File: src/rtl/prio_event_encoder.sv
// Registered N-line priority encoder: sticky pending capture, one event at a time
// out over valid/ready, fixed-priority (RR=0) or round-robin (RR=1) selection.
module prio_event_encoder #(
    parameter  int N  = 8,
    parameter  int RR = 0,
    localparam int W  = $clog2(N)
) (
    input  logic         clk,
    input  logic         rst_n,
    input  logic [N-1:0] req_i,
    input  logic         clr,
    output logic         out_valid,
    input  logic         out_ready,
    output logic [W-1:0] out_idx,
    output logic [N-1:0] pending,
    output logic         ovf
);

    logic [W-1:0] sel;
    logic [W-1:0] last;
    logic [N-1:0] take_mask;
    logic         slot_free;
    logic         load;
    logic         found;
    int unsigned  idx;

    assign slot_free = !out_valid || out_ready;
    assign load      = slot_free && (|pending) && !clr;

    // Selection looks only at registered pending; same-cycle requests wait an edge.
    always_comb begin
        sel   = '0;
        found = 1'b0;
        idx   = 0;
        if (RR == 0) begin
            for (int unsigned i = 0; i < N; i++) begin
                if (pending[W'(i)]) sel = W'(i);
            end
        end else begin
            for (int unsigned k = 1; k <= N; k++) begin
                idx = 32'(last) + k;
                if (idx >= N) idx = idx - N;
                if (!found && pending[W'(idx)]) begin
                    sel   = W'(idx);
                    found = 1'b1;
                end
            end
        end
    end

    always_comb begin
        take_mask = '0;
        if (load) take_mask[sel] = 1'b1;
    end

    always_ff @(posedge clk or negedge rst_n) begin
        if (!rst_n) begin
            pending   <= '0;
            ovf       <= 1'b0;
            out_valid <= 1'b0;
            out_idx   <= '0;
            last      <= W'(N - 1);
        end else begin
            // Re-arming a bit on the edge it is taken is a fresh event, not a loss.
            if (clr) begin
                pending <= '0;
                ovf     <= 1'b0;
            end else begin
                pending <= (pending & ~take_mask) | req_i;
                if (|(req_i & pending & ~take_mask)) ovf <= 1'b1;
            end
            if (load) begin
                out_valid <= 1'b1;
                out_idx   <= sel;
                last      <= sel;
            end else if (slot_free) begin
                out_valid <= 1'b0;
            end
        end
    end

endmodule
File: config.mk
export PLATFORM = sky130hd
export DESIGN_NAME = prio_event_encoder
export DESIGN_NICKNAME = d
export VERILOG_FILES = /design/src/rtl/prio_event_encoder.sv
export SDC_FILE = /design/constraint.sdc
export NUM_CORES = 1
export LEC_CHECK = 0
export CORE_MARGIN = 2
export CORE_UTILIZATION = 40
export DETAILED_ROUTE_END_ITERATION = 10
export HOLD_SLACK_MARGIN = 0.03
export PLACE_DENSITY = 0.83
export SLEW_MARGIN = 15
export SYNTH_ARGS = -nofsm -noshare
export SYNTH_HDL_FRONTEND = slang
export SYNTH_SLANG_ARGS = --single-unit
export TNS_END_PERCENT = 20
File: constraint.sdc
create_clock -name clk -period 2.05 [get_ports clk]
set_input_delay 0.41 -clock clk [delete_from_list [all_inputs] [get_ports clk]]
set_output_delay 0.41 -clock clk [all_outputs]
set_load 0.01 [all_outputs]
==> impl_metrics.ini <==
[status]
status = finished clean

[sta]
relSlewSlack = 0.596
fin_skew_ns = 0.000348
timing.fmax_ghz = 0.549
hold_viol_final = 0
rsz0062_at_grt = false
whs_ns = 0.496
tightest_slew_ns = 0.604
fin_ws_ns = 0.228
slew_viol_final = 0
min_period_ns = 1.82
finalSetupViolations = 0
fin_setup_tns_ns = 0
fin_crit_sh = 0.889

[grt]
grt_usage = 0.179
antenna_found_initial = 0
grt_overflow = 0
grt_max_degree = 14
grt_pass1_wl_mm = 2.63
grt_pass1_vias = 621

[critical_path]
slowest_delay_ns = 0.60
cp_max_fo = 9
critPathKind = flip-flop to output pin
startpoint_type = flip-flop
path_buf_inv = 1
critPathSlowestCell = clkdlybuf4s50_1
path_delay_family = buffers and inverters
crit_arrival_ns = 1.41
crit_chain = clkdlybuf4s50_1
rrSetupSlack_ns = 0.35
crit_path_end_kind = output pin
cp.required_ns = 1.64

[placed_design]
place_hpwl_mm = 1.29
dpl-instance-area_um2 = 940
port_buffers = 24
gp_congestion = 0.823
dp_slack_ns = 0.130

[synth]
ys_seq_elements = 13
synth_cells = 75
syn_area_per_cell_um2 = 9.08
yosysUniqueCellTypes = 26
yosysWarnings = 0
synth.largest_area_cell = dfrtp_1
ys_seq_area_frac = 0.478
synth_area_leaders = dfrtp_1 48%, nor2_1 7.2%, a21oi_1 6.6%
syn_area_um2 = 681
yosysTopAreaCellShare = 0.478
synth_fp_nets = 87

[drt]
wl_per_cell_um = 14.1
drtIter0Drc = 22
viasPerCell = 6.03
vias = 711
drc_errors = 0
antenna_left = 0
dr.pass1.iters = 4
wirelength_mm = 1.66

[worst_hold_path]
min_path_type = flip-flop to flip-flop

[clocking]
post_cts_buffers = 0
clkTransAtPathRegs_ns = 0.08
htreeDepth = 1
clockBufferDepth = 2
numClockSinks = 13
numCtsBuffers = 3
cts_resized = 0
cts-root-buf = clkbuf_4
clk_latency_ns = 0.27
ctsHoldBuffers = 0
cts_tree = built

[floorplan]
die-area_um2 = 2050
rows = 14
coreArea_um2 = 1560
start_util = 0.437
die_x_um = 45.3
ios = 25
die_h_um = 45.3

[power_and_ir_drop]
fin_total_pwr_mw = 0.652
pwr-share-clk = 0.238
switchingPower_mw = 0.191
ir_drop_mv = 0.358
power_density_nw_per_um2 = 675
p_leak_nw = 0.382
power.internal_mw = 0.461
swShare = 0.292
seq_power_share = 0.480
comb_power_share = 0.282

[finish]
final_cell_mix = 24 x clkdlybuf4s50_1, 13 x nor2_1, 13 x dfrtp_1
nets = 115
final_area_um2 = 966
final_layout_size_suffix_gt1_frac = 0.0686
final_common_cell = clkdlybuf4s50_1
diodes = 0
areaGrowthSynthToFinish_pct = 41.9

[run]
cap_violations = 0
[sequential cells by signal, summed over array words and instances, names as in the netlist]
name	cells
out_idx	3
out_valid	1
ovf	1
pending	8
[final cells by class]
cell class / instances / area [um2]
clock buffers: 4 / 26.3
fillers: 131 / 593
inverters: 3 / 11.3
multi-input cells: 57 / 335
flip-flops and latches: 13 / 325
well taps: 16 / 20.0
repair buffers: 25 / 248
[Yosys cell counts]
cell type,instances
nand3b_2,1
nor2b_1,1
and2_1,2
a22oi_1,2
a311oi_1,1
clkbuf_1,1
o21a_1,2
buf_2,1
a221o_2,1
nor4_1,1
o221ai_1,1
o21ai_0,5
inv_1,3
nand2b_1,3
a21oi_1,9
nand4_1,1
nor4_4,1
nor2_1,13
nand4b_1,1
o311ai_0,1
dfrtp_1,13
and3_1,1
o211ai_1,1
nand2_1,4
a31oi_1,3
nand3_1,2
[kinds of logic (layout without fill, tap and decap cells)]
group,Yosys count,count (layout),synth area share
AOI/OAI and AO/OA,26,26,0.241
buffers and inverters,5,32,0.0294
DFF,13,13,0.478
and+or+nand+nor,31,31,0.252
[stage by stage]
| step | std cells | util |
|---|---|---|
| final | 118 | 0.620 |
| after global routing | 118 | 0.620 |
| after CTS | 118 | 0.620 |
| after detailed placement | 114 | 0.603 |
| after global placement | 114 | 0.603 |
| after floorplan | 75 | - |
[per-layer routing]
metal | vias up | wire length (um) | track usage | part of all wire
li1 | 330 | - | - | -
met1 | 339 | 749 | 0.236 | 0.45
met2 | 38 | 766 | 0.266 | 0.46
met3 | 4 | 122 | 0.0400 | 0.073
met4 | 0 | 23 | 0.106 | 0.014
met5 | - | 0 | 0 | 0
[worst register-to-register path, cell delays in order (launching register included)]
cell	delay, ns
dfrtp_1	0.47
nor4_4	0.47
nand3b_2	0.13
and3_1	0.20
a311oi_1	0.19
o211ai_1	0.11
[power by group through the flow]
stage | Sequential [mW] | Combinational (mW) | Clock [mW]
floorplan | 0.324 | 0.0745 | 0
global placement | 0.317 | 0.180 | 0
detailed placement | 0.318 | 0.184 | 0
CTS | 0.313 | 0.185 | 0.161
global route | 0.318 | 0.202 | 0.168
finish | 0.313 | 0.184 | 0.155
[worst paths after layout]
check / startpoint / endpoint / cells after the start
min in group asynchronous: rst_n / out_idx[2] / 1
min reg2reg: out_idx[1] / out_idx[1] / 1
max: pending[5] / pending[5] / 1
max reg2reg: pending[6] / ovf / 5
min: out_idx[1] / out_idx[1] / 1
max in group asynchronous: rst_n / ovf / 1
(Power assumes the default switching activity.)
